--- src/rtl/muldiv_unit_pkg.sv ---
// Shared opcode codes, FSM state encoding and opcode helpers for the RV32M/RV64M muldiv_unit.
// M-extension codes sit in 6'h30..6'h37, clear of the integer ALU opcode range.
package muldiv_unit_pkg;

  localparam logic [5:0] OP_MUL    = 6'h30;
  localparam logic [5:0] OP_MULH   = 6'h31;
  localparam logic [5:0] OP_MULHSU = 6'h32;
  localparam logic [5:0] OP_MULHU  = 6'h33;
  localparam logic [5:0] OP_DIV    = 6'h34;
  localparam logic [5:0] OP_DIVU   = 6'h35;
  localparam logic [5:0] OP_REM    = 6'h36;
  localparam logic [5:0] OP_REMU   = 6'h37;

  typedef enum logic [1:0] {
    ST_IDLE = 2'd0,
    ST_MUL  = 2'd1,
    ST_DIV  = 2'd2,
    ST_DONE = 2'd3
  } state_e;

  function automatic logic is_mul_op(input logic [5:0] op);
    return (op == OP_MUL) || (op == OP_MULH) || (op == OP_MULHSU) || (op == OP_MULHU);
  endfunction

  function automatic logic is_div_op(input logic [5:0] op);
    return (op == OP_DIV) || (op == OP_DIVU) || (op == OP_REM) || (op == OP_REMU);
  endfunction

  function automatic logic is_signed_div_op(input logic [5:0] op);
    return (op == OP_DIV) || (op == OP_REM);
  endfunction

  function automatic logic is_rem_op(input logic [5:0] op);
    return (op == OP_REM) || (op == OP_REMU);
  endfunction

endpackage

--- src/rtl/muldiv_unit_div_core.sv ---
// Iterative unsigned restoring divider: one quotient bit per cycle, XLEN cycles after start_i.
// done_o pulses for one cycle once quotient_o/remainder_o are final.
module div_core #(
  parameter int XLEN = 32
) (
  input  logic            clk_in,
  input  logic            rst_n_in,
  input  logic            flush_i,
  input  logic            start_i,
  input  logic [XLEN-1:0] dividend_i,
  input  logic [XLEN-1:0] divisor_i,
  output logic            done_o,
  output logic [XLEN-1:0] quotient_o,
  output logic [XLEN-1:0] remainder_o
);

  localparam int CW = $clog2(XLEN) + 1;

  logic [XLEN-1:0] quo_q, quo_d, rem_q, rem_d, dvs_q, dvs_d;
  logic [CW-1:0]   cnt_q, cnt_d;
  logic            busy_q, busy_d, done_q, done_d;
  logic [XLEN:0]   r_sh;
  logic [XLEN-1:0] diff;
  logic            ge;

  // Divisor of zero never restores, giving all-ones quotient and remainder = dividend.
  assign r_sh = {rem_q, quo_q[XLEN-1]};
  assign ge   = (r_sh >= {1'b0, dvs_q});
  assign diff = r_sh[XLEN-1:0] - dvs_q;

  always_comb begin
    quo_d  = quo_q;
    rem_d  = rem_q;
    dvs_d  = dvs_q;
    cnt_d  = cnt_q;
    busy_d = busy_q;
    done_d = 1'b0;
    if (flush_i) begin
      busy_d = 1'b0;
      cnt_d  = '0;
    end else if (start_i) begin
      quo_d  = dividend_i;
      rem_d  = '0;
      dvs_d  = divisor_i;
      cnt_d  = CW'(XLEN);
      busy_d = 1'b1;
    end else if (busy_q) begin
      quo_d = {quo_q[XLEN-2:0], ge};
      rem_d = ge ? diff : r_sh[XLEN-1:0];
      cnt_d = cnt_q - 1'b1;
      if (cnt_q == CW'(1)) begin
        busy_d = 1'b0;
        done_d = 1'b1;
      end
    end
  end

  always_ff @(posedge clk_in or negedge rst_n_in) begin
    if (!rst_n_in) begin
      quo_q  <= '0;
      rem_q  <= '0;
      dvs_q  <= '0;
      cnt_q  <= '0;
      busy_q <= 1'b0;
      done_q <= 1'b0;
    end else begin
      quo_q  <= quo_d;
      rem_q  <= rem_d;
      dvs_q  <= dvs_d;
      cnt_q  <= cnt_d;
      busy_q <= busy_d;
      done_q <= done_d;
    end
  end

  assign done_o      = done_q;
  assign quotient_o  = quo_q;
  assign remainder_o = rem_q;

endmodule

--- src/rtl/muldiv_unit.sv ---
// RV32M/RV64M multiply/divide execution unit with CDB valid/ready result port.
// MULDIV_FAST_SPECIAL_EN: divide-by-zero and signed overflow complete one cycle after accept.
module muldiv_unit
  import muldiv_unit_pkg::*;
#(
  parameter int XLEN      = 32,
  parameter int ROB_IDX_W = 6,
  parameter int MUL_LAT   = 3
) (
  input  logic                 clk_in,
  input  logic                 rst_n_in,
  input  logic                 flush_in,
  input  logic                 issue_valid,
  output logic                 issue_ready,
  input  logic [5:0]           opcode,
  input  logic [XLEN-1:0]      val1,
  input  logic [XLEN-1:0]      val2,
  input  logic [ROB_IDX_W-1:0] rob_index,
  output logic                 res_valid,
  input  logic                 res_ready,
  output logic [XLEN-1:0]      res,
  output logic [ROB_IDX_W-1:0] rob_index_out
);

  localparam int CNT_W = (MUL_LAT > 1) ? $clog2(MUL_LAT) : 1;

  state_e                 state_q, state_d;
  logic [5:0]             op_q, op_d;
  logic [XLEN-1:0]        a_q, a_d, b_q, b_d, res_q, res_d;
  logic [ROB_IDX_W-1:0]   rob_q, rob_d;
  logic [CNT_W-1:0]       cnt_q, cnt_d;

  logic                   accept, div_start, div_done, sgn_in;
  logic [XLEN-1:0]        mag1, mag2, div_quo, div_rem, mul_res, div_res;
  logic [2*XLEN-1:0]      a_ext, b_ext, prod;
  logic                   neg_a, neg_b, q_neg;

  assign accept = issue_valid && (state_q == ST_IDLE) && (is_mul_op(opcode) || is_div_op(opcode));
  assign sgn_in = is_signed_div_op(opcode);
  assign mag1   = (sgn_in && val1[XLEN-1]) ? -val1 : val1;
  assign mag2   = (sgn_in && val2[XLEN-1]) ? -val2 : val2;

`ifdef MULDIV_FAST_SPECIAL_EN
  logic            special_q, special_d, in_special;
  logic [XLEN-1:0] spec_res;
  assign in_special = (val2 == '0) ||
                      (sgn_in && (val1 == {1'b1, {(XLEN-1){1'b0}}}) && (val2 == '1));
  assign spec_res   = (b_q == '0) ? (is_rem_op(op_q) ? a_q : '1)
                                  : (is_rem_op(op_q) ? '0 : a_q);
  assign div_start  = accept && is_div_op(opcode) && !in_special && !flush_in;
`else
  assign div_start  = accept && is_div_op(opcode) && !flush_in;
`endif

  div_core #(.XLEN(XLEN)) u_div_core (
    .clk_in      (clk_in),
    .rst_n_in    (rst_n_in),
    .flush_i     (flush_in),
    .start_i     (div_start),
    .dividend_i  (mag1),
    .divisor_i   (mag2),
    .done_o      (div_done),
    .quotient_o  (div_quo),
    .remainder_o (div_rem)
  );

  // Two's-complement product of extended operands gives every MUL* variant from one multiply.
  assign a_ext   = ((op_q == OP_MULH) || (op_q == OP_MULHSU)) ? {{XLEN{a_q[XLEN-1]}}, a_q}
                                                             : {{XLEN{1'b0}}, a_q};
  assign b_ext   = (op_q == OP_MULH) ? {{XLEN{b_q[XLEN-1]}}, b_q} : {{XLEN{1'b0}}, b_q};
  assign prod    = a_ext * b_ext;
  assign mul_res = (op_q == OP_MUL) ? prod[XLEN-1:0] : prod[2*XLEN-1:XLEN];

  assign neg_a   = is_signed_div_op(op_q) && a_q[XLEN-1];
  assign neg_b   = is_signed_div_op(op_q) && b_q[XLEN-1];
  assign q_neg   = (neg_a ^ neg_b) && (b_q != '0);
  assign div_res = is_rem_op(op_q) ? (neg_a ? -div_rem : div_rem)
                                   : (q_neg ? -div_quo : div_quo);

  always_comb begin
    state_d = state_q;
    op_d    = op_q;
    a_d     = a_q;
    b_d     = b_q;
    rob_d   = rob_q;
    res_d   = res_q;
    cnt_d   = cnt_q;
`ifdef MULDIV_FAST_SPECIAL_EN
    special_d = special_q;
`endif
    if (flush_in) begin
      state_d = ST_IDLE;
      cnt_d   = '0;
`ifdef MULDIV_FAST_SPECIAL_EN
      special_d = 1'b0;
`endif
    end else begin
      unique case (state_q)
        ST_IDLE: if (accept) begin
          op_d  = opcode;
          a_d   = val1;
          b_d   = val2;
          rob_d = rob_index;
          if (is_mul_op(opcode)) begin
            state_d = ST_MUL;
            cnt_d   = CNT_W'(MUL_LAT - 1);
          end else begin
            state_d = ST_DIV;
`ifdef MULDIV_FAST_SPECIAL_EN
            special_d = in_special;
`endif
          end
        end
        ST_MUL: begin
          if (cnt_q == '0) begin
            res_d   = mul_res;
            state_d = ST_DONE;
          end else begin
            cnt_d = cnt_q - 1'b1;
          end
        end
        ST_DIV: begin
`ifdef MULDIV_FAST_SPECIAL_EN
          if (special_q) begin
            res_d     = spec_res;
            special_d = 1'b0;
            state_d   = ST_DONE;
          end else
`endif
          if (div_done) begin
            res_d   = div_res;
            state_d = ST_DONE;
          end
        end
        ST_DONE: if (res_ready) state_d = ST_IDLE;
        default: state_d = ST_IDLE;
      endcase
    end
  end

  always_ff @(posedge clk_in or negedge rst_n_in) begin
    if (!rst_n_in) begin
      state_q <= ST_IDLE;
      op_q    <= '0;
      a_q     <= '0;
      b_q     <= '0;
      rob_q   <= '0;
      res_q   <= '0;
      cnt_q   <= '0;
    end else begin
      state_q <= state_d;
      op_q    <= op_d;
      a_q     <= a_d;
      b_q     <= b_d;
      rob_q   <= rob_d;
      res_q   <= res_d;
      cnt_q   <= cnt_d;
    end
  end

`ifdef MULDIV_FAST_SPECIAL_EN
  always_ff @(posedge clk_in or negedge rst_n_in) begin
    if (!rst_n_in) special_q <= 1'b0;
    else           special_q <= special_d;
  end
`endif

  assign issue_ready   = (state_q == ST_IDLE);
  assign res_valid     = (state_q == ST_DONE);
  assign res           = res_q;
  assign rob_index_out = rob_q;

endmodule
--- config.mk ---
export PLATFORM = sky130hd
export DESIGN_NAME = muldiv_unit
export DESIGN_NICKNAME = d
export VERILOG_FILES = /design/src/rtl/muldiv_unit_pkg.sv /design/src/rtl/muldiv_unit_div_core.sv /design/src/rtl/muldiv_unit.sv
export SDC_FILE = /design/constraint.sdc
export NUM_CORES = 2
export LEC_CHECK = 0
export CORE_MARGIN = 2
export CORE_UTILIZATION = 53
export DETAILED_ROUTE_END_ITERATION = 8
export GPL_TIMING_DRIVEN = 0
export MAX_ROUTING_LAYER = met4
export PLACE_DENSITY = 0.7
export SLEW_MARGIN = 20
export SYNTH_ARGS = -nofsm -noshare
export SYNTH_HDL_FRONTEND = slang
export SYNTH_SLANG_ARGS = --single-unit
--- constraint.sdc ---
create_clock -name clk_in -period 14.6 [get_ports clk_in]
set_input_delay 4.38 -clock clk_in [delete_from_list [all_inputs] [get_ports clk_in]]
set_output_delay 4.38 -clock clk_in [all_outputs]
set_load 0.03 [all_outputs]
# Yosys cells after proc, flatten, opt, wreduce, memory -nomap -nowiden
# Index checks and enable logic that the tools add are counted.
[classes]
reduce_logical = 34
bitwise_logic = 2
add_sub_neg = 7
order_cmp = 1
muxes = 39
n_mul = 1
eq_ne = 26
[ops]
columns = ["op", "n"]
rows = [
  ["$mux W32", 13],
  ["$mux W64", 2],
  ["$neg A32 Y32", 4],
  ["$eq A6 B6 Y1 const B", 14],
  ["$mul A64 B64 Y64", 1],
  ["$pmux W32 S2", 1],
  ["$ge A33 B32 Y1", 1],
  ["$reduce_bool A32 Y1", 1],
  ["$sub A32 B32 Y32", 1],
  ["$mux W2", 10],
  ["$mux W6", 3],
  ["$ne A3 B2 Y1 const B", 4],
  ["$reduce_and A4 Y1", 3],
  ["$logic_or A1 B1 Y1", 11],
  ["$logic_and A1 B1 Y1", 9],
  ["$mux W1", 8],
  ["$pmux W2 S4", 1],
  ["$eq A6 B1 Y1 const B", 1],
  ["$ne A3 B3 Y1 const B", 2],
  ["$reduce_bool A3 Y1", 2],
  ["$sub A6 B1 Y6 const B", 1],
  ["$eq A2 B2 Y1 const B", 2],
  ["$logic_not A2 Y1", 2],
  ["$pmux W2 S2", 1],
  ["10 further kinds", 12],
]
[word_totals]
reg_bits = 216
output_inout_bits = 40
wordCells = 123

# Logic depth before layout (Yosys ltp)
[depth]
depth_word = 10
depth_mapped = 39
mapped_depth_nobuf = 37

# Cells and area by module
# Synthesis repeated with hierarchy kept, for this count alone.
[hier_totals]
cells_unflattened = 6721
area_unflattened_um2 = 61576.6
[by_module_without_submodules]
columns = ["mod", "area_per_inst_um2", "cells_each", "instances", "seq_area_each_um2"]
rows = [
  ["muldiv_unit", 55335.6, 6027, 1, 2802.7],
  ["div_core", 6241.0, 694, 1, 2602.5],
]

# Least setup slack after synthesis
# Ideal clock, no wire load.
[synth_timing]
path_kind = "register -> register"
startpoint = "register op_q[1]"
endpoint = "register res_q[31] (netlist: res[31])"
required_time_ns = 14.479
arrival_time_ns = 9.649
slack_ns = 4.830
setup_ns = 0.121
stages_incl_launch_ff = 32
path_cell_list = "dfrtp_1 buf_2 xor2_1 and3_1 clkbuf_1 clkbuf_1 buf_1 nand2_1 fa_1 fa_1 inv_1 fa_1 fa_1 fa_1 fa_1 fa_1 fa_1 fa_1 inv_1 fa_1 inv_1 ha_1 clkbuf_1 a21oi_1 o21ai_0 or2_2 a2111oi_0 nor2_1 a41oi_4 and4_2 o221ai_1 a22o_1"
[synth_via]
elab_chain_cells = 9
[synth_lines]
columns = ["element", "line", "source"]
rows = [
  ["start, declared", "muldiv_unit.sv:28", "logic [5:0] op_q, op_d;"],
  ["start signal, assigned", "muldiv_unit.sv:152", "op_q <= op_d;"],
  ["parallel branches: the longest is 8 deep, another holds $mul A64 B64 Y64", "--", ""],
  ["$pmux W32 S2 (*)", "muldiv_unit.sv:98", "unique case (state_q)"],
  ["end signal, assigned", "muldiv_unit.sv:156", "res_q <= res_d;"],
  ["end, declared", "muldiv_unit.sv:29", "logic [XLEN-1:0] a_q, a_d, b_q, b_d, res_q, res_d;"],
]
# Mark *: on every way between the ends. The select of a mux whose other input is x is not followed.
# A chain may end at the register's enable or synchronous reset.

# Worst setup path in the final report
# Same ends and word-level chain as after synthesis.

==> flow_summary.yaml <==
yosys:
  synth.distinct_cells: 92
  yosys_warnings: 0
  ys_seq_area_frac: 0.0881
  synth_nets: 8548
  synth-edff-count: 0
  synth_most_common_cell: "inv_1"
  synth_area_um2: 61400
  yosysTopAreaCellShare: 0.463
  synthCells: 6696
  synth_ff_type: "dfrtp_1"
  netlist_top_cells_area: "fa_1, inv_1, dfrtp_1, ha_1, nand2_1"
  yosysTopAreaCell: "fa_1"
  async_flop_share: 1.00
  synth.ff_latch_count: 216
  synth_area_per_cell_um2: 9.17
  ys_top_cells_by_count: "inv_1, fa_1, nand2_1, and2_1, ha_1"
flow_run:
  drv_cap: 0
cts:
  ctsHoldBuffers: 0
  clockRootBuffer: "clkbuf_16"
  cts_resized: 0
  path_clk_slew_ns: 0.08
  clock_latency_ns: 0.58
  cts_buffers: 22
  cts_tree: "done"
  post_cts_buffers: 0
  cts_max_level: 1
  numClockSinks: 216
  clockBufferDepth: 3
global_routing:
  track_usage: 0.425
  grt_pass1_vias: 51000
  grt_max_degree: 85
  overflow: 0
  antenna_found_initial: 30
  grt_pass1_wl_um: 346000
routing:
  route.vias.total: 49800
  ant_nets: 0
  drt_pass1_iterations: 6
  wl_um: 238000
  viasPerCell: 5.91
  avgRoutedWirePerCell_um: 28.2
  drt-initial-drc-count: 5892
  drc_errors: 0
worst_setup_path:
  cpMostUsedCell: "fa_1"
  crit_type: "reg -> reg"
  cpPeakStageDelay_ns: 1.00
  worst_ep_required_time_ns: 15.03
  end_kind: "flop"
  arrival_ns: 13.78
  r2r-start: "op_q[1]"
  cp_max_fo: 11
  worst_path_max_delay_cell: "fa_1"
  crit_path_start_kind: "flop"
  crit_start: "op_q[1]"
placement:
  dp_hpwl_um: 202000
  place_area_um2: 64600
  place.gp.congestion: 1.09
  port_buffers: 119
floorplanning:
  die_w_um: 344
  num_rows: 124
  die_area_um2: 119000
  top_level_ports: 121
  core_region_area_um2: 115000
  start_util: 0.535
  die_y_um: 344
sta:
  fin_crit_ns: 13.35
  maxSlewHeadroom: 0.0829
  drv_slew: 0
  grt_setup_unrepaired: "false"
  fin_crit_sh: 0.915
  finalHoldViolations: 0
  tightest_slew_ns: 1.38
  finClkSkew_ns: 0.0468
  max_freq_ghz: 0.0749
  finalSetupViolCount: 0
cells_and_area:
  multi_input_area_um2: 48700
  fin_area_um2: 65400
  final_nets: 8698
  seq_area_um2: 5410
  area_growth_pct: 6.63
  drive_above_1_share: 0.0259
  fillers: 10500
worst_hold_path:
  min_path_type: "reg -> reg"
  hold_start: "res[11]"
status:
  status: "complete, no violations"
-- worst max-delay path: cells and delay by family (launching register included) --
kind,cells,cell delay (ns)
and+or+nand+nor,4,1.03
AOI/OAI and AO/OA,7,2.30
xor gates and xnor gates,1,0.25
DFF,1,0.31
buffers and inverters,8,2.92
adders and majority gates,11,6.39
-- layout by cell type (no fill, tap or decap), drive strengths merged, types with 13 or more instances in the layout --
master	count
nand2b	17
ha	351
nand2	934
or4	18
diode	37
a21o	48
o41ai	17
or3	19
o21a	14
nand3	33
o22ai	30
and2	378
dfrtp	216
a22oi	26
inv	1588
nand4	26
and3	23
nor2	166
o21ai	211
mux2	73
o211ai	13
mux2i	15
clkdlybuf4s50	118
a211oi	21
fa	1420
o21bai	19
nor3	41
a31oi	21
a21oi	184
buf	33
xor2	103
nor4	22
clkbuf	346
xnor2	150
o31ai	28
-- cell families after synthesis --
group                      synth area share
AOI/OAI and AO/OA                    0.0723
xor gates and xnor gates             0.0376
adders and majority gates             0.535
buffers and inverters                 0.118
DFF                                  0.0881
muxes                                0.0158
and+or+nand+nor                       0.133
-- layout make-up --
class / count / share of cell area
clock inverter: 15 / 0.00245
inverter: 1587 / 0.0910
clock buffer: 25 / 0.00891
buffer: 346 / 0.0201
multi-input combinational: 4547 / 0.745
timing repair buffer: 126 / 0.0201
antenna: 37 / 0.00141
sequential: 216 / 0.0826
tap: 1512 / 0.0289
-- worst paths after layout --
path	to	slack [ns]	cells past startpoint
max	res[31]	1.25	31
min	res[11]	0.48	2
max reg2reg	res[31]	1.25	31
min reg2reg	res[11]	0.48	2
max in group asynchronous	u_div_core.remainder_o[25]	9.62	3
min in group asynchronous	state_q[0]	3.76	1
-- sequential cells by signal, indices dropped and copies added (netlist names) --
register,flops
a_q,32
b_q,32
res,32
u_div_core.dvs_q,32
u_div_core.quotient_o,32
u_div_core.remainder_o,32
op_q,6
rob_index_out,6
u_div_core.cnt_q,6
cnt_q,2
state_q,2
u_div_core.busy_q,1
u_div_core.done_o,1
-- metal layers --
metal,GRT usage,wire length [µm],vias to the layer above,share of wire
li1,-,-,20400,-
met3,0.0949,27200,747,0.11
met4,0.259,18800,0,0.079
met2,0.612,103000,3066,0.43
met5,-,0,-,0
met1,0.550,88300,25600,0.37
-- through the flow --
step / hold slack (ns) / utilization / std cells / setup TNS, ns / setup slack, ns
6_report: 0.476 / 0.571 / 8411 / 0 / 1.25
5_1_grt: 0.503 / 0.570 / 8393 / 0 / 0.912
4_1_cts: 0.479 / 0.570 / 8373 / 0 / 1.66
3_5_place_dp: 0.462 / 0.563 / 8333 / 0 / 1.72
3_3_place_gp: 0.456 / 0.562 / 8327 / -122.24 / -0.613
2_1_floorplan: 0.450 / - / 6696 / 0 / 4.83
Power is left out: the tool's default activity adds up to more than one toggle a clock period on the data nets, which glitch-free logic cannot reach.
